### src/rtl/signed_frame_accumulator_pkg.sv
// Shared types and constants for the signed frame accumulator: state encoding,
// default widths and the signed accumulator limit helper.
package signed_acc_pkg;

    typedef enum logic [0:0] {
        ACCUM = 1'b0,
        HOLD  = 1'b1
    } acc_state_e;

    localparam int DEF_IN_WIDTH    = 16;
    localparam int DEF_ACC_WIDTH   = 24;
    localparam int DEF_COUNT_WIDTH = 8;

    // Returns the most positive (want_max=1) or most negative (want_max=0)
    // signed value of a width-bit word, as a zero-padded 64-bit pattern.
    function automatic logic [63:0] acc_limit(input int width, input logic want_max);
        logic [63:0] msb_only;
        msb_only = 64'd1 << (width - 1);
        if (want_max) begin
            acc_limit = msb_only - 64'd1;
        end else begin
            acc_limit = msb_only;
        end
    endfunction

endpackage

### src/rtl/signed_frame_accumulator_acc_sat_add.sv
// Combinational signed add with overflow detect. With SIGNED_ACC_SATURATE_EN
// defined the sum clamps to the signed limits on overflow, otherwise it wraps.
module acc_sat_add
    import signed_acc_pkg::*;
#(
    parameter int AccWidth = DEF_ACC_WIDTH
) (
    input  logic [AccWidth-1:0] acc_in,
    input  logic [AccWidth-1:0] operand,
    output logic [AccWidth-1:0] sum,
    output logic                ovf
);

`ifdef SIGNED_ACC_SATURATE_EN
    localparam logic [AccWidth-1:0] ACC_MAX = AccWidth'(acc_limit(AccWidth, 1'b1));
    localparam logic [AccWidth-1:0] ACC_MIN = AccWidth'(acc_limit(AccWidth, 1'b0));
`endif

    logic [AccWidth-1:0] raw_s;

    // Two's-complement add; overflow when like-signed operands give an opposite-signed sum.
    always_comb begin
        raw_s = acc_in + operand;
        ovf   = (acc_in[AccWidth-1] == operand[AccWidth-1]) &&
                (raw_s[AccWidth-1] != acc_in[AccWidth-1]);
`ifdef SIGNED_ACC_SATURATE_EN
        if (ovf) begin
            sum = operand[AccWidth-1] ? ACC_MIN : ACC_MAX;
        end else begin
            sum = raw_s;
        end
`else
        sum = raw_s;
`endif
    end

endmodule

### src/rtl/signed_frame_accumulator.sv
// Sums frame_len signed samples per frame and holds the result on a valid/ready
// output. Optional clamping arithmetic: define SIGNED_ACC_SATURATE_EN.
module signed_frame_accumulator
    import signed_acc_pkg::*;
#(
    parameter int InWidth    = DEF_IN_WIDTH,
    parameter int AccWidth   = DEF_ACC_WIDTH,
    parameter int CountWidth = DEF_COUNT_WIDTH
) (
    input  logic                  clk,
    input  logic                  rst,
    input  logic                  clear,
    input  logic [CountWidth-1:0] frame_len,
    input  logic                  in_valid,
    output logic                  in_ready,
    input  logic [InWidth-1:0]    in_data,
    output logic                  out_valid,
    input  logic                  out_ready,
    output logic [AccWidth-1:0]   out_data,
    output logic [CountWidth-1:0] out_count,
    output logic                  overflow
);

    generate
        if (AccWidth < InWidth) begin : g_width_check
            $error("signed_frame_accumulator: AccWidth must be >= InWidth");
        end
    endgenerate

    acc_state_e            state_q, state_d;
    logic [AccWidth-1:0]   acc_q, acc_d;
    logic [CountWidth-1:0] cnt_q, cnt_d;
    logic [CountWidth-1:0] len_q, len_d;
    logic                  sticky_q, sticky_d;
    logic [AccWidth-1:0]   out_data_q, out_data_d;
    logic [CountWidth-1:0] out_count_q, out_count_d;
    logic                  overflow_q, overflow_d;

    logic [AccWidth-1:0]   operand_s;
    logic [AccWidth-1:0]   sum_s;
    logic                  ovf_s;
    logic [CountWidth-1:0] eff_len_s;
    logic [CountWidth-1:0] cnt_inc_s;
    logic                  in_hs_s;
    logic                  out_hs_s;

    assign operand_s = AccWidth'($signed(in_data));

    acc_sat_add #(
        .AccWidth (AccWidth)
    ) u_acc_sat_add (
        .acc_in  (acc_q),
        .operand (operand_s),
        .sum     (sum_s),
        .ovf     (ovf_s)
    );

    // Next-state and frame bookkeeping; clear overrides any handshake this cycle.
    always_comb begin
        state_d     = state_q;
        acc_d       = acc_q;
        cnt_d       = cnt_q;
        len_d       = len_q;
        sticky_d    = sticky_q;
        out_data_d  = out_data_q;
        out_count_d = out_count_q;
        overflow_d  = overflow_q;

        in_hs_s   = in_valid && (state_q == ACCUM);
        out_hs_s  = out_ready && (state_q == HOLD);
        // A zero-length request still closes the frame after one sample.
        eff_len_s = (cnt_q == '0) ? ((frame_len == '0) ? CountWidth'(1) : frame_len) : len_q;
        cnt_inc_s = cnt_q + CountWidth'(1);

        if (clear) begin
            state_d    = ACCUM;
            acc_d      = '0;
            cnt_d      = '0;
            sticky_d   = 1'b0;
            overflow_d = 1'b0;
        end else begin
            case (state_q)
                ACCUM: begin
                    if (in_hs_s) begin
                        len_d = eff_len_s;
                        if (cnt_inc_s == eff_len_s) begin
                            out_data_d  = sum_s;
                            out_count_d = eff_len_s;
                            overflow_d  = sticky_q | ovf_s;
                            state_d     = HOLD;
                            acc_d       = '0;
                            cnt_d       = '0;
                            sticky_d    = 1'b0;
                        end else begin
                            acc_d    = sum_s;
                            cnt_d    = cnt_inc_s;
                            sticky_d = sticky_q | ovf_s;
                        end
                    end else begin
                        state_d = ACCUM;
                    end
                end
                HOLD: begin
                    if (out_hs_s) begin
                        state_d = ACCUM;
                    end else begin
                        state_d = HOLD;
                    end
                end
                default: begin
                    state_d = ACCUM;
                    acc_d   = '0;
                    cnt_d   = '0;
                end
            endcase
        end
    end

    // State and result registers with synchronous reset.
    always_ff @(posedge clk) begin
        if (rst) begin
            state_q     <= ACCUM;
            acc_q       <= '0;
            cnt_q       <= '0;
            len_q       <= '0;
            sticky_q    <= 1'b0;
            out_data_q  <= '0;
            out_count_q <= '0;
            overflow_q  <= 1'b0;
        end else begin
            state_q     <= state_d;
            acc_q       <= acc_d;
            cnt_q       <= cnt_d;
            len_q       <= len_d;
            sticky_q    <= sticky_d;
            out_data_q  <= out_data_d;
            out_count_q <= out_count_d;
            overflow_q  <= overflow_d;
        end
    end

    // in_ready drops while rst is asserted so nothing is taken in the reset cycle.
    assign in_ready  = (state_q == ACCUM) && !rst;
    assign out_valid = (state_q == HOLD);
    assign out_data  = out_data_q;
    assign out_count = out_count_q;
    assign overflow  = overflow_q;

endmodule

### config.mk
export PLATFORM = sky130hd
export DESIGN_NAME = signed_frame_accumulator
export DESIGN_NICKNAME = d
export VERILOG_FILES = /design/src/rtl/signed_frame_accumulator_pkg.sv /design/src/rtl/signed_frame_accumulator_acc_sat_add.sv /design/src/rtl/signed_frame_accumulator.sv
export SDC_FILE = /design/constraint.sdc
export NUM_CORES = 1
export LEC_CHECK = 0
export BUFFER_PORTS_ARGS = -buffer_cell sky130_fd_sc_hd__buf_2
export CORE_MARGIN = 2
export CORE_UTILIZATION = 52
export CTS_CLUSTER_SIZE = 28
export DETAILED_ROUTE_END_ITERATION = 16
export PLACE_DENSITY_LB_ADDON = 0.15
export SKIP_LAST_GASP = 1
export SLEW_MARGIN = 20
export SYNTH_ARGS = -nofsm -noshare
export SYNTH_HDL_FRONTEND = slang
export SYNTH_SLANG_ARGS = --single-unit
### constraint.sdc
create_clock -name clk -period 3.2 [get_ports clk]
set_input_delay 0.96 -clock clk [delete_from_list [all_inputs] [get_ports clk]]
set_output_delay 0.96 -clock clk [all_outputs]
set_load 0.005 [all_outputs]
# == Word-level counts from Yosys, hierarchy flattened ==
# Cells that the tools add are included.
# op_classes
n_reduce_logical,12
addsub,2
n_mux,9
n_bitwise,3
n_eq_ne,3
# op_table
operator,count
adder 24 bit,1
2-to-1 mux 24 bit,1
2-to-1 mux 8 bit,3
logical NOT 8 bit,2
adder 8 x 1 -> 8 bit (second input constant),1
== test 8 bit,1
AND reduction 3 bit,2
logical AND 1 bit,4
2-to-1 mux 1 bit,4
AND reduction 4 bit,1
inverter 1 bit,2
one-hot mux 1 bit (2 select lines),1
AND reduction 2 bit,1
OR reduction 2 bit,1
== test 1 bit,1
logical NOT 1 bit,1
!= test 1 bit,1
OR 1 bit,1
# word_totals
in_bits,29
out_inout_bits,35
word_cells,37
regBits,75

# == Logic depth before layout (Yosys ltp) ==
# Gate-level depths: netlist of the first run.
# logic_depth
word_depth,7
depth_mapped,13
mapped_depth_nobuf,10

# == Cells and area by module ==
# Synthesis of the first run repeated with hierarchy kept, for this count alone.
# hier_totals
hier_cells,554
area_unflattened_um2,4603.2
# modules_own_cells
mod,area_each_um2,n_inst,cells_each,seq_area_each_um2
signed_frame_accumulator,3349.5,1,384,1501.4
acc_sat_add,1253.7,1,170,0.0

# == Worst setup path before layout of the first run ==
# OpenSTA, ideal clock, no wires.
# synth_path
path_kind,input port to flip-flop
from,in in_data[0]
to,reg out_data_q[22] (netlist: out_data[22])
t_arrival_ps,3313
t_required_ps,3130
path_slack_ps,-183
cell_stages,10
setup_time_ps,70
path_buffers,0
path_cell_list,ha_1 -> fa_1 -> a21oi_1 -> o22ai_1 -> o31ai_1 -> o211ai_1 -> a31oi_1 -> nor3_1 -> or4b_1 -> a21oi_1
# synth_between
elab_chain_cells,1
# synth_lines
element,line,source
"start, declared",signed_frame_accumulator.sv:16,"input logic [InWidth-1:0] in_data,"
adder 24 bit,signed_frame_accumulator_acc_sat_add.sv:23,raw_s = acc_in + operand;
"end signal, assigned",signed_frame_accumulator.sv:136,out_data_q <= out_data_d;
"end, declared",signed_frame_accumulator.sv:35,"logic [AccWidth-1:0] out_data_q, out_data_d;"
# Every way passes these cells.
# A chain may end at the register's enable or synchronous reset.

# == Final worst setup path of the first run ==
# layout_path
from,reg cnt_q[0]
to,reg cnt_q[4]
# layout_between
elab_chain_cells,4
elab_cells_between_ends,5
classes_between,add/sub (1); eq/ne (1); mux (2); reduce/logical (1)
# layout_lines
element,line,source
"start, declared",signed_frame_accumulator.sv:32,"logic [CountWidth-1:0] cnt_q, cnt_d;"
"start signal, assigned",signed_frame_accumulator.sv:133,cnt_q <= cnt_d;
"parallel branches: the longest is 3 deep, another holds adder 8 x 1 -> 8 bit",-,
2-to-1 mux 8 bit (*),signed_frame_accumulator.sv:86,if (cnt_inc_s == eff_len_s) begin
# Every way passes the cells marked *.

==> results of run 1 <==
-- metrics by stage --
step,utilization [%],power (mW),hold slack [ns],worst slack (ns),TNS [ns]
final,72.34,2.162,0.4502,-0.1337,-1.253
after global routing,72.34,2.241,0.4723,-0.2043,-4.994
after CTS,69.87,2.130,0.4546,-0.08353,-0.7220
after detailed placement,64.02,1.391,0.4424,-0.2719,-3.799
after global placement,64.02,1.382,0.4357,-0.1955,-2.925
after floorplan,-,1.233,0.4356,-0.02061,-0.02061
-- worst paths after layout --
path / start / to / slack [ns] / cells past startpoint
setup / recovery: cnt_q[0]$_SDFFE_PP0P_ / cnt_q[4]$_SDFFE_PP0P_ / -0.13 / 15
hold / removal: out_data[18]$_SDFFE_PP0P_ / out_data[18]$_SDFFE_PP0P_ / 0.45 / 2
setup reg to reg: cnt_q[0]$_SDFFE_PP0P_ / cnt_q[4]$_SDFFE_PP0P_ / -0.13 / 15
hold reg to reg: out_data[18]$_SDFFE_PP0P_ / out_data[18]$_SDFFE_PP0P_ / 0.45 / 2
-- cell type report --
| class | count | share of cell area (%) |
|---|---|---|
| clock buffers | 10 | 2.351 |
| well taps | 105 | 2.244 |
| clock inverters | 6 | 0.8121 |
| repair buffers | 149 | 18.74 |
| multi-input cells | 413 | 49.20 |
| flip-flops and latches | 75 | 25.69 |
| inverters | 15 | 0.9617 |
-- tightest hold or removal path, stage by stage, from the launching register on --
cell	delay [ns]
sky130_fd_sc_hd__dfxtp_1	0.31
sky130_fd_sc_hd__nand2_1	0.05
sky130_fd_sc_hd__a21oi_1	0.05
-- sequential cells by signal, summed over array words and instances (netlist names) --
signal and count:
sticky_q 1, out_valid 1, cnt_q 8, len_q 8, out_data 24, overflow 1, out_count 8, acc_q 24
-- power groups by stage --
stage / logic [mW] / registers [mW] / clock network [mW]
after global placement: 0.395 / 0.987 / 0
final: 0.476 / 0.969 / 0.716
after detailed placement: 0.403 / 0.988 / 0
after CTS: 0.445 / 0.968 / 0.716
after global routing: 0.518 / 0.972 / 0.751
after floorplan: 0.248 / 0.985 / 0
-- cells by family (layout without fill, tap and decap cells) --
logic type / count (synthesis) / after routing / share of synthesized area (%)
buf+inv: 45 / 180 / 4.145
compound gates: 129 / 129 / 18.74
flops: 75 / 75 / 35.03
xor+xnor: 32 / 32 / 6.713
mux: 20 / 20 / 4.670
simple gates: 206 / 206 / 22.94
fa+ha+maj: 26 / 26 / 7.764
-- placed cells by master (no fill, tap or decap), types with 5 or more instances in the layout --
cell / Yosys / final
sky130_fd_sc_hd__xnor2_1: 18 / 13
sky130_fd_sc_hd__nand2_1: 78 / 75
sky130_fd_sc_hd__mux2i_1: 20 / 12
sky130_fd_sc_hd__a21o_1: 6 / 6
sky130_fd_sc_hd__buf_4: 0 / 72
sky130_fd_sc_hd__nor2_1: 38 / 37
sky130_fd_sc_hd__buf_6: 1 / 5
sky130_fd_sc_hd__nor3_1: 10 / 9
sky130_fd_sc_hd__clkbuf_8: 0 / 10
sky130_fd_sc_hd__a21oi_1: 61 / 54
sky130_fd_sc_hd__dfxtp_1: 75 / 73
sky130_fd_sc_hd__inv_1: 15 / 13
sky130_fd_sc_hd__buf_12: 0 / 6
sky130_fd_sc_hd__a211oi_1: 12 / 12
sky130_fd_sc_hd__a21oi_2: 0 / 6
sky130_fd_sc_hd__xnor2_2: 1 / 6
sky130_fd_sc_hd__nand4_1: 5 / 5
sky130_fd_sc_hd__nand3_1: 34 / 33
sky130_fd_sc_hd__mux2i_4: 0 / 7
sky130_fd_sc_hd__o21ai_0: 11 / 11
sky130_fd_sc_hd__buf_2: 1 / 63
sky130_fd_sc_hd__xor2_1: 13 / 12
sky130_fd_sc_hd__nand2b_1: 5 / 5
sky130_fd_sc_hd__ha_1: 25 / 24
sky130_fd_sc_hd__o21a_1: 5 / 5
-- what timing repair did --
action,4_1_cts,5_1_grt
gates resized for setup,32,32
gates cloned,1,3
buffers inserted,11,5
pin swaps,13,7
setup endpoints to repair,24,66
-- per-layer routing --
metal | part of all wire (%) | wire, um | up-vias | track usage, %
met1 | 42 | 5584 | 2131 | 36.60
met4 | 2.3 | 316 | 0 | 12.56
li1 | - | - | 2155 | -
met2 | 50 | 6755 | 164 | 49.59
met3 | 5.9 | 796 | 32 | 4.868
met5 | 0 | 0 | - | 0
==> impl_metrics.prom, run 1 <==
# TYPE chip_impl_metric gauge
chip_impl_metric{name="slew_violations",unit=""} 0
chip_impl_metric{name="power.ir.vdd_worst",unit="V"} 0.0003195
chip_impl_metric{name="placement_rows",unit=""} 33
chip_impl_metric{name="synthesis.nets",unit=""} 588
chip_impl_metric{name="grt_antenna_before_repair",unit=""} 0
chip_impl_metric{name="setup_violations",unit=""} 28
chip_impl_metric{name="clockBufferDepth",unit=""} 2
chip_impl_metric{name="design.portCount",unit=""} 64
chip_impl_metric{name="crit_path_max_incr_delay",unit="ns"} 0.47
chip_impl_metric{name="grt_overflow_total",unit=""} 0
chip_impl_metric{name="wl",unit="um"} 13450
chip_impl_metric{name="place_area",unit="sq um"} 5181
chip_impl_info{name="post-synth-top-count-cell",value="sky130_fd_sc_hd__nand2_1"} 1
chip_impl_metric{name="share_seq_of_total_power",unit="%"} 44.8
chip_impl_info{name="setup.worst_path.start_class",value="flip-flop"} 1
chip_impl_metric{name="clk_pin_slew_worst_paths",unit="ns"} 0.09
chip_impl_metric{name="syn-mean-instance-area",unit="sq um"} 8.042
chip_impl_metric{name="final-instance-count-excl-fill",unit=""} 773
chip_impl_metric{name="cp_data_arrival_time",unit="ns"} 3.56
chip_impl_metric{name="yosys_warnings",unit=""} 0
chip_impl_metric{name="tightestPinTransition",unit="ns"} 0.6608
chip_impl_metric{name="power-per-cell-area",unit="nW/um^2"} 369.2
chip_impl_info{name="synthTopCellsByArea",value="sky130_fd_sc_hd__dfxtp_1, sky130_fd_sc_hd__ha_1, sky130_fd_sc_hd__a21oi_1"} 1
chip_impl_metric{name="grt_max_degree",unit=""} 31
chip_impl_metric{name="grt_pass1_vias",unit=""} 4312
chip_impl_metric{name="route.vias.total",unit=""} 4482
chip_impl_metric{name="synth-seq-area-share",unit="%"} 35.03
chip_impl_info{name="yosys_most_used_dff",value="sky130_fd_sc_hd__dfxtp_1"} 1
chip_impl_metric{name="timing.final.ws_setup",unit="ns"} -0.1337
chip_impl_info{name="worst-setup-path-type",value="flip-flop to flip-flop"} 1
chip_impl_metric{name="initial_core_util",unit="%"} 52.97
chip_impl_metric{name="num_antenna_cells",unit=""} 0
chip_impl_metric{name="viasPerCell",unit=""} 5.798
chip_impl_info{name="crit_slowest_cell",value="sky130_fd_sc_hd__or4b_4"} 1
chip_impl_metric{name="clock_power_share",unit="%"} 33.1
chip_impl_info{name="worst_setup_path_end_kind",value="flip-flop"} 1
chip_impl_metric{name="synth.distinct_cells",unit=""} 59
chip_impl_metric{name="required",unit="ns"} 3.43
chip_impl_metric{name="worst_slew_margin_rel",unit="%"} 55.95
chip_impl_metric{name="post-dp-hpwl",unit="um"} 8632
chip_impl_info{name="timing.critical_path.cells",value="inv_2 -> ha_4 -> or4b_4 -> nor4_4 -> buf_6 -> buf_12 -> mux2i_4 -> xnor2_2 -> buf_4 -> buf_4 -> nand3_1 -> or3_4 -> buf_12 -> a21oi_4 -> o22ai_2"} 1
chip_impl_metric{name="yosys.area.top_type_share",unit="%"} 35.03
chip_impl_metric{name="critPathBufInv",unit=""} 6
chip_impl_metric{name="max_freq",unit="MHz"} 300.0
chip_impl_metric{name="finClkSkew",unit="ns"} 0.01464
chip_impl_metric{name="drtIter0Drc",unit=""} 155
chip_impl_metric{name="post-place-cells",unit=""} 739
chip_impl_metric{name="power_frac_comb",unit="%"} 22.0
chip_impl_metric{name="multi_input_area",unit="sq um"} 2880
chip_impl_info{name="synthDominantAreaCellType",value="sky130_fd_sc_hd__dfxtp_1"} 1
chip_impl_metric{name="post_synth_edffs",unit=""} 0
chip_impl_metric{name="drt-wirelength-per-cell",unit="um"} 17.40
chip_impl_metric{name="layout-drive-gt1-share",unit="%"} 32.63
chip_impl_metric{name="hold_viol_final",unit=""} 0
chip_impl_metric{name="max_cap_viol_count",unit=""} 0
chip_impl_metric{name="synth_cells",unit=""} 533
chip_impl_metric{name="period_share",unit="%"} 104.2
chip_impl_info{name="hold_class",value="flip-flop to flip-flop"} 1
chip_impl_metric{name="area_growth_syn_to_layout",unit="%"} 36.57
chip_impl_metric{name="p_sw",unit="uW"} 673.6
chip_impl_metric{name="design.die.area",unit="sq um"} 8986
chip_impl_metric{name="leakage",unit="nW"} 2.548
chip_impl_metric{name="timing.critical_path.fanout_max",unit=""} 9
chip_impl_info{name="synth_commonest_cells",value="sky130_fd_sc_hd__nand2_1, sky130_fd_sc_hd__dfxtp_1, sky130_fd_sc_hd__a21oi_1, sky130_fd_sc_hd__nor2_1, sky130_fd_sc_hd__nand3_1"} 1
chip_impl_metric{name="grt_first_pass_wirelength",unit="um"} 20550
chip_impl_metric{name="netSwitchingFraction",unit="%"} 31.16
chip_impl_metric{name="worstSkewPairLatency",unit="ns"} 0.37
chip_impl_metric{name="fillers",unit=""} 632
chip_impl_metric{name="rd_place_congestion",unit=""} 0.8636
chip_impl_metric{name="final_antenna_net_count",unit=""} 0
chip_impl_metric{name="ff_latch_area",unit="sq um"} 1504
chip_impl_metric{name="detail_route.first_pass.iterations",unit=""} 5
chip_impl_metric{name="floorplan.die.width",unit="um"} 94.80
chip_impl_metric{name="synth.ff_latch_count",unit=""} 75
chip_impl_metric{name="syn_area",unit="sq um"} 4287
chip_impl_metric{name="floorplan.die.height",unit="um"} 94.80
chip_impl_info{name="failing_checks",value="setup timing"} 1
chip_impl_metric{name="post_cts_hold_buffer_count",unit=""} 0
chip_impl_info{name="outcome",value="complete, but fails checks"} 1
chip_impl_metric{name="timing.final.crit_period",unit="ns"} 3.334
chip_impl_metric{name="groute.usage.overall",unit="%"} 29.25
chip_impl_metric{name="floorplan.core_area",unit="sq um"} 8093
chip_impl_metric{name="port_buffers",unit=""} 63
chip_impl_info{name="clockRootBuffer",value="sky130_fd_sc_hd__clkbuf_8"} 1
chip_impl_info{name="grt_setup_unrepaired",value="yes"} 1
chip_impl_info{name="clock_tree_from_tritoncts",value="built"} 1
chip_impl_metric{name="cts-htree-levels",unit=""} 3
chip_impl_metric{name="fin_area",unit="sq um"} 5854
chip_impl_info{name="critPathTopFamily",value="simple AND/OR/NAND/NOR gates"} 1
chip_impl_metric{name="post_synth_arst_share",unit="%"} 0
chip_impl_metric{name="tritoncts.num_buffers",unit=""} 9
chip_impl_metric{name="route.detailed.drc",unit=""} 0
chip_impl_metric{name="p_int",unit="mW"} 1.488
chip_impl_metric{name="clk_sink_count",unit=""} 75
chip_impl_metric{name="final_net_count",unit=""} 718
Power figures use the tool's default switching activity.
==> run 2, diff against run 1 <==
--- a/config.mk
+++ b/config.mk
@@ -11,7 +11,6 @@
 export CTS_CLUSTER_SIZE = 28
 export DETAILED_ROUTE_END_ITERATION = 16
 export PLACE_DENSITY_LB_ADDON = 0.15
-export SKIP_LAST_GASP = 1
 export SLEW_MARGIN = 20
 export SYNTH_ARGS = -nofsm -noshare
 export SYNTH_HDL_FRONTEND = slang
==> impl_metrics.prom, run 2 (synthesized netlist as in run 1, its figures left out) <==
# TYPE chip_impl_metric gauge
chip_impl_info{name="most_common_cell_after_layout_fill_and_taps_aside",value="sky130_fd_sc_hd__nand2_1"} 1
chip_impl_metric{name="multi_input_area",unit="sq um"} 2821
chip_impl_info{name="clock_tree_from_tritoncts",value="built"} 1
chip_impl_info{name="grt_setup_unrepaired",value="yes"} 1
chip_impl_metric{name="grt_util_met1",unit="%"} 36.63
chip_impl_metric{name="timing.final.ws_setup",unit="ns"} -0.1410
chip_impl_metric{name="post-dp-hpwl",unit="um"} 8632
chip_impl_metric{name="max_freq",unit="MHz"} 299.3
chip_impl_metric{name="drt-wirelength-per-cell",unit="um"} 16.69
chip_impl_metric{name="finalCoreUtilization",unit="%"} 71.00
chip_impl_info{name="worst_setup_path_end_kind",value="flip-flop"} 1
chip_impl_metric{name="fin_area",unit="sq um"} 5746
chip_impl_metric{name="hold_viol_final",unit=""} 0
chip_impl_metric{name="period_share",unit="%"} 104.4
chip_impl_metric{name="required",unit="ns"} 3.50
chip_impl_info{name="timing.critical_path.cells",value="inv_2 -> ha_4 -> or4b_4 -> nor4_4 -> buf_6 -> mux2i_2 -> xor2_1 -> or2_2 -> or4_4 -> nor4_1 -> a311o_1"} 1
chip_impl_info{name="leading_cell_types_in_the_layout_fill_and_taps_excluded",value="sky130_fd_sc_hd__nand2_1, sky130_fd_sc_hd__buf_4, sky130_fd_sc_hd__dfxtp_1"} 1
chip_impl_metric{name="route.vias.total",unit=""} 4386
chip_impl_info{name="global_route.peak_usage_layer",value="met2"} 1
chip_impl_metric{name="timing.final.crit_period",unit="ns"} 3.341
chip_impl_metric{name="placement_rows",unit=""} 33
chip_impl_metric{name="final_net_count",unit=""} 718
chip_impl_metric{name="clk_pin_slew_worst_paths",unit="ns"} 0.09
chip_impl_info{name="failing_checks",value="setup timing"} 1
chip_impl_metric{name="groute.layer.met2.usage",unit="%"} 49.53
chip_impl_metric{name="power-per-cell-area",unit="nW/um^2"} 373.8
chip_impl_metric{name="design.portCount",unit=""} 64
chip_impl_info{name="crit_slowest_cell",value="sky130_fd_sc_hd__or4_4"} 1
chip_impl_metric{name="detail_route.first_pass.iterations",unit=""} 4
chip_impl_metric{name="cp_data_arrival_time",unit="ns"} 3.65
chip_impl_metric{name="grt_overflow_total",unit=""} 0
chip_impl_metric{name="grt_first_pass_wirelength",unit="um"} 20420
chip_impl_metric{name="drtIter0Drc",unit=""} 148
chip_impl_metric{name="groute.usage.overall",unit="%"} 29.07
chip_impl_metric{name="area_growth_syn_to_layout",unit="%"} 34.03
chip_impl_metric{name="grt_use_met3",unit="%"} 4.230
chip_impl_metric{name="share_seq_of_total_power",unit="%"} 45.1
chip_impl_metric{name="finClkSkew",unit="ns"} 0.01490
chip_impl_metric{name="route.detailed.drc",unit=""} 0
chip_impl_metric{name="tightestPinTransition",unit="ns"} 0.6454
chip_impl_metric{name="power_frac_comb",unit="%"} 21.8
chip_impl_metric{name="grt_pass1_vias",unit=""} 4315
chip_impl_metric{name="rd_place_congestion",unit=""} 0.8636
chip_impl_metric{name="final_antenna_net_count",unit=""} 0
chip_impl_metric{name="leakage",unit="nW"} 2.514
chip_impl_info{name="worst-setup-path-type",value="flip-flop to flip-flop"} 1
chip_impl_metric{name="ff_latch_area",unit="sq um"} 1504
chip_impl_metric{name="report.power.total",unit="mW"} 2.147
chip_impl_metric{name="crit_path_max_incr_delay",unit="ns"} 0.57
chip_impl_metric{name="design.die.area",unit="sq um"} 8986
chip_impl_metric{name="port_buffers",unit=""} 63
chip_impl_metric{name="post_cts_hold_buffer_count",unit=""} 0
chip_impl_metric{name="floorplan.die.height",unit="um"} 94.80
chip_impl_metric{name="p_int",unit="mW"} 1.486
chip_impl_metric{name="layout-drive-gt1-share",unit="%"} 30.84
chip_impl_metric{name="post-place-cells",unit=""} 739
chip_impl_metric{name="num_antenna_cells",unit=""} 0
chip_impl_metric{name="grt_antenna_before_repair",unit=""} 0
chip_impl_metric{name="cts-htree-levels",unit=""} 3
chip_impl_metric{name="worstSkewPairLatency",unit="ns"} 0.37
chip_impl_metric{name="rr_worst_depth",unit=""} 11
chip_impl_metric{name="floorplan.die.width",unit="um"} 94.80
chip_impl_metric{name="max_cap_viol_count",unit=""} 0
chip_impl_metric{name="worst_slew_margin_rel",unit="%"} 56.97
chip_impl_info{name="hold_class",value="flip-flop to flip-flop"} 1
chip_impl_metric{name="p_sw",unit="uW"} 661.5
chip_impl_info{name="setup.worst_path.start_class",value="flip-flop"} 1
chip_impl_metric{name="wl",unit="um"} 12910
chip_impl_metric{name="setup_violations",unit=""} 23
chip_impl_metric{name="initial_core_util",unit="%"} 52.97
chip_impl_metric{name="grt_max_degree",unit=""} 31
chip_impl_metric{name="power.ir.vdd_worst",unit="V"} 0.0003118
chip_impl_metric{name="hold_depth",unit=""} 2
chip_impl_metric{name="fillers",unit=""} 654
chip_impl_metric{name="slew_violations",unit=""} 0
chip_impl_metric{name="tritoncts.num_buffers",unit=""} 9
chip_impl_metric{name="place_ws",unit="ns"} -0.2719
chip_impl_info{name="clockRootBuffer",value="sky130_fd_sc_hd__clkbuf_8"} 1
chip_impl_metric{name="place_area",unit="sq um"} 5181
chip_impl_metric{name="clock_power_share",unit="%"} 33.1
chip_impl_metric{name="viasPerCell",unit=""} 5.674
chip_impl_metric{name="timing.critical_path.fanout_max",unit=""} 6
chip_impl_metric{name="final-instance-count-excl-fill",unit=""} 773
chip_impl_metric{name="netSwitchingFraction",unit="%"} 30.80
chip_impl_metric{name="clockBufferDepth",unit=""} 2
chip_impl_info{name="outcome",value="complete, but fails checks"} 1
chip_impl_metric{name="clk_sink_count",unit=""} 75
chip_impl_metric{name="floorplan.core_area",unit="sq um"} 8093
run 2: changes by cell type in the layout (fill, tap and decap cells not counted), moves of 2 or more:
cell,change
sky130_fd_sc_hd__a21oi_1,+5
sky130_fd_sc_hd__a21oi_2,-4
sky130_fd_sc_hd__a22oi_1,+2
sky130_fd_sc_hd__a22oi_2,-2
sky130_fd_sc_hd__buf_12,-2
sky130_fd_sc_hd__buf_4,+4
sky130_fd_sc_hd__nand2_1,+3
sky130_fd_sc_hd__nand2_2,-2
run 2: layer usage:
| metal | part of all wire, % | routed length (um) | vias up |
|---|---|---|---|
| met2 | 48 | 6247 | 124 |
| met4 | 2.4 | 313 | 0 |
| li1 | - | - | 2158 |
| met3 | 5.5 | 716 | 30 |
| met1 | 44 | 5628 | 2074 |
| met5 | 0 | 0 | - |
run 2: worst max-delay path: cells and delay by family, from the launching register on:
kind	cells	cell delay, ns
compound gates	1	0.17
xor+xnor	1	0.19
fa+ha+maj	1	0.12
simple gates	5	1.85
buf+inv	2	0.27
flops	1	0.34
mux	1	0.33
run 2: final timing paths:
check / from / end / slack (ns)
worst max-delay path: cnt_q[0]$_SDFFE_PP0P_ / out_data[21]$_SDFFE_PP0P_ / -0.14
worst min-delay path: out_data[5]$_SDFFE_PP0P_ / out_data[5]$_SDFFE_PP0P_ / 0.45
worst min register to register: out_data[5]$_SDFFE_PP0P_ / out_data[5]$_SDFFE_PP0P_ / 0.45
worst max register to register: cnt_q[0]$_SDFFE_PP0P_ / out_data[21]$_SDFFE_PP0P_ / -0.14
run 2: per-stage QoR:
step,hold slack [ns],TNS (ns)
floorplan,0.4356,-0.02061
global placement,0.4357,-2.925
detailed placement,0.4424,-3.799
CTS,0.4546,-0.6260
global route,0.4723,-6.132
finish,0.4521,-1.301
run 2: what timing repair did:
| action | 4_1_cts | 5_1_grt |
|---|---|---|
| endpoints found under the setup margin | 24 | 66 |
| endpoints found under the hold margin | 0 | 0 |
| gates resized for setup | 33 | 10 |
| cloned | 1 | 1 |
| setup buffers | 11 | 7 |
| pin swaps | 13 | 8 |
run 2: power by group through the flow:
stage / registers, mW / logic (mW) / clock network [mW]
final: 0.968 / 0.469 / 0.710
after global routing: 0.971 / 0.511 / 0.747
after CTS: 0.968 / 0.447 / 0.716
after detailed placement: 0.988 / 0.403 / 0
after global placement: 0.987 / 0.395 / 0
after floorplan: 0.985 / 0.248 / 0
run 2: area by class of cell:
class                   count  area share (%)
repair buffers            149           18.23
clock inverters             6          0.8275
flip-flops and latches     75           26.18
well taps                 105           2.287
multi-input cells         413           49.11
inverters                  15          0.9800
clock buffers              10           2.395
==> run 3, diff against run 2 <==
==> constraint.sdc (replaced) <==
create_clock -name clk -period 3.2 [get_ports clk]
set_input_delay 0.32 -clock clk [delete_from_list [all_inputs] [get_ports clk]]
set_output_delay 0.32 -clock clk [all_outputs]
set_load 0.005 [all_outputs]
==> impl_metrics.prom, run 3 (synthesized netlist as in run 1, its figures left out) <==
# TYPE chip_impl_metric gauge
chip_impl_info{name="outcome",value="complete, but fails checks"} 1
chip_impl_info{name="failing_checks",value="setup timing"} 1
chip_impl_metric{name="clk_pin_slew_worst_paths",unit="ns"} 0.08
chip_impl_metric{name="timing.final.ws_setup",unit="ns"} -0.08368
chip_impl_metric{name="post-dp-hpwl",unit="um"} 7557
chip_impl_metric{name="route.vias.total",unit=""} 4081
chip_impl_metric{name="final.hold.worst_slack",unit="ns"} 0.2462
chip_impl_metric{name="timing.critical_path.fanout_max",unit=""} 5
chip_impl_metric{name="multi_input_area",unit="sq um"} 2748
chip_impl_metric{name="max_freq",unit="MHz"} 304.5
chip_impl_metric{name="post-place-cells",unit=""} 690
chip_impl_metric{name="power_frac_comb",unit="%"} 17.5
chip_impl_metric{name="tritoncts.num_buffers",unit=""} 9
chip_impl_metric{name="power.ir.vdd_worst",unit="V"} 0.0002060
chip_impl_metric{name="power-per-cell-area",unit="nW/um^2"} 411.5
chip_impl_metric{name="num_antenna_cells",unit=""} 0
chip_impl_info{name="clock_tree_from_tritoncts",value="built"} 1
chip_impl_metric{name="share_seq_of_total_power",unit="%"} 44.6
chip_impl_metric{name="max_cap_viol_count",unit=""} 0
chip_impl_metric{name="grt_max_degree",unit=""} 44
chip_impl_metric{name="netSwitchingFraction",unit="%"} 27.13
chip_impl_info{name="clockRootBuffer",value="sky130_fd_sc_hd__clkbuf_8"} 1
chip_impl_metric{name="worstSkewPairLatency",unit="ns"} 0.35
chip_impl_metric{name="ff_latch_area",unit="sq um"} 1504
chip_impl_metric{name="detail_route.first_pass.iterations",unit=""} 5
chip_impl_info{name="leading_cell_types_in_the_layout_fill_and_taps_excluded",value="sky130_fd_sc_hd__nand2_1, sky130_fd_sc_hd__dfxtp_1, sky130_fd_sc_hd__buf_2"} 1
chip_impl_metric{name="period_share",unit="%"} 102.6
chip_impl_info{name="grt_setup_unrepaired",value="yes"} 1
chip_impl_metric{name="route.detailed.drc",unit=""} 0
chip_impl_metric{name="slew_violations",unit=""} 0
chip_impl_info{name="worst_setup_path_end_kind",value="flip-flop"} 1
chip_impl_info{name="worst-setup-path-type",value="flip-flop to flip-flop"} 1
chip_impl_metric{name="layout-drive-gt1-share",unit="%"} 22.26
chip_impl_metric{name="rd_place_congestion",unit=""} 0.9842
chip_impl_metric{name="floorplan.die.width",unit="um"} 94.80
chip_impl_metric{name="grt_overflow_total",unit=""} 0
chip_impl_metric{name="hold_viol_final",unit=""} 0
chip_impl_metric{name="grt_antenna_before_repair",unit=""} 0
chip_impl_metric{name="setup_violations",unit=""} 10
chip_impl_metric{name="setup-tns-final",unit="ns"} -0.1678
chip_impl_metric{name="area_growth_syn_to_layout",unit="%"} 22.91
chip_impl_metric{name="viasPerCell",unit=""} 5.700
chip_impl_metric{name="required",unit="ns"} 3.48
chip_impl_metric{name="grt_pass1_vias",unit=""} 3779
chip_impl_metric{name="design.die.area",unit="sq um"} 8986
chip_impl_metric{name="post_cts_hold_buffer_count",unit=""} 0
chip_impl_metric{name="report.power.total",unit="mW"} 2.168
chip_impl_metric{name="clock_power_share",unit="%"} 37.9
chip_impl_metric{name="p_sw",unit="uW"} 588.2
chip_impl_metric{name="hold_depth",unit=""} 3
chip_impl_metric{name="final-instance-count-excl-fill",unit=""} 716
chip_impl_metric{name="worst_slew_margin_rel",unit="%"} 57.99
chip_impl_metric{name="clockBufferDepth",unit=""} 2
chip_impl_metric{name="drtIter0Drc",unit=""} 189
chip_impl_info{name="most_common_cell_after_layout_fill_and_taps_aside",value="sky130_fd_sc_hd__nand2_1"} 1
chip_impl_metric{name="p_int",unit="mW"} 1.580
chip_impl_metric{name="final_net_count",unit=""} 661
chip_impl_metric{name="clk_sink_count",unit=""} 75
chip_impl_metric{name="leakage",unit="nW"} 2.247
chip_impl_metric{name="fillers",unit=""} 704
chip_impl_metric{name="cp_data_arrival_time",unit="ns"} 3.57
chip_impl_metric{name="initial_core_util",unit="%"} 52.97
chip_impl_metric{name="port_buffers",unit=""} 63
chip_impl_metric{name="timing.final.crit_period",unit="ns"} 3.284
chip_impl_metric{name="wl",unit="um"} 11200
chip_impl_metric{name="finClkSkew",unit="ns"} 0.01312
chip_impl_metric{name="tightestPinTransition",unit="ns"} 0.6302
chip_impl_metric{name="placement_rows",unit=""} 33
chip_impl_metric{name="rr_worst_depth",unit=""} 11
chip_impl_metric{name="grt_first_pass_wirelength",unit="um"} 17810
chip_impl_metric{name="floorplan.die.height",unit="um"} 94.80
chip_impl_info{name="setup.worst_path.start_class",value="flip-flop"} 1
chip_impl_metric{name="design.portCount",unit=""} 64
chip_impl_metric{name="drt-wirelength-per-cell",unit="um"} 15.65
chip_impl_metric{name="groute.usage.overall",unit="%"} 25.04
chip_impl_metric{name="cts-htree-levels",unit=""} 3
chip_impl_metric{name="final_antenna_net_count",unit=""} 0
chip_impl_metric{name="place_ws",unit="ns"} -0.03569
chip_impl_info{name="hold_class",value="input pin to flip-flop"} 1
chip_impl_metric{name="floorplan.core_area",unit="sq um"} 8093
run 3: changes by cell type in the layout (fill, tap and decap cells not counted), moves of 2 or more:
cell,previous run,this run
sky130_fd_sc_hd__buf_4,76,20
sky130_fd_sc_hd__clkinvlp_4,4,0
sky130_fd_sc_hd__mux2i_4,7,4
sky130_fd_sc_hd__xnor2_1,13,16
sky130_fd_sc_hd__xnor2_2,6,3
sky130_fd_sc_hd__a21oi_1,59,61
sky130_fd_sc_hd__a21oi_2,2,0
sky130_fd_sc_hd__bufinv_16,0,2
sky130_fd_sc_hd__clkbuf_1,0,2
sky130_fd_sc_hd__inv_6,2,0
sky130_fd_sc_hd__mux2i_2,2,4
run 3: layout make-up:
cell class,count,share of cell area [%]
Multi-Input combinational cell,413,52.15
Clock buffer,12,2.755
Sequential cell,75,28.54
Inverter,15,1.069
Clock inverter,4,1.401
Tap cell,105,2.493
Timing Repair Buffer,92,11.59
run 3: final timing paths:
| path | startpoint | endpoint | slack (ns) |
|---|---|---|---|
| max | cnt_q[0]$_SDFFE_PP0P_ | out_data[22]$_SDFFE_PP0P_ | -0.08 |
| min | frame_len[7] | len_q[7]$_SDFFE_PP0P_ | 0.25 |
| max reg2reg | cnt_q[0]$_SDFFE_PP0P_ | out_data[22]$_SDFFE_PP0P_ | -0.08 |
| min reg2reg | out_count[0]$_SDFFE_PP0P_ | out_count[0]$_SDFFE_PP0P_ | 0.45 |
run 3: through the flow:
| step | cell area [sq um] | util, % |
|---|---|---|
| final | 5269 | 65.11 |
| after global routing | 5269 | 65.11 |
| after CTS | 5019 | 62.01 |
| after detailed placement | 4792 | 59.21 |
| after global placement | 4792 | 59.21 |
| after floorplan | 4307 | - |
run 3: per-layer routing:
| metal | track usage [%] | vias to the layer above | routed length [um] |
|---|---|---|---|
| met4 | 6.643 | 0 | 135 |
| met3 | 4.948 | 11 | 595 |
| li1 | - | 2044 | - |
| met5 | 0 | - | 0 |
| met1 | 33.76 | 1912 | 5248 |
| met2 | 40.96 | 114 | 5223 |
run 3: power groups by stage:
stage               clock [mW]  combinational (mW)  sequential [mW]
floorplan                    0               0.246            0.985
detailed placement           0               0.335            0.988
global placement             0               0.329            0.987
global route             0.882               0.418            0.969
CTS                      0.838               0.338            0.966
finish                   0.822               0.380            0.967
run 3: worst max-delay path: stages (launching register included):
cell	delay, ns
sky130_fd_sc_hd__dfxtp_2	0.33
sky130_fd_sc_hd__inv_2	0.05
sky130_fd_sc_hd__ha_1	0.14
sky130_fd_sc_hd__or4b_4	0.47
sky130_fd_sc_hd__nor4_4	0.21
sky130_fd_sc_hd__buf_6	0.20
sky130_fd_sc_hd__mux2i_2	0.27
sky130_fd_sc_hd__xnor2_1	0.18
sky130_fd_sc_hd__nand4_1	0.16
sky130_fd_sc_hd__or4_1	0.55
sky130_fd_sc_hd__or4b_1	0.51
sky130_fd_sc_hd__a21oi_1	0.14
run 3: timing repair:
action,CTS,global route
hold endpoints to repair,0,0
gates resized for setup,2,30
endpoints found under the setup margin,13,40
buffers inserted,0,7
cloned,0,3
pin swaps,0,4
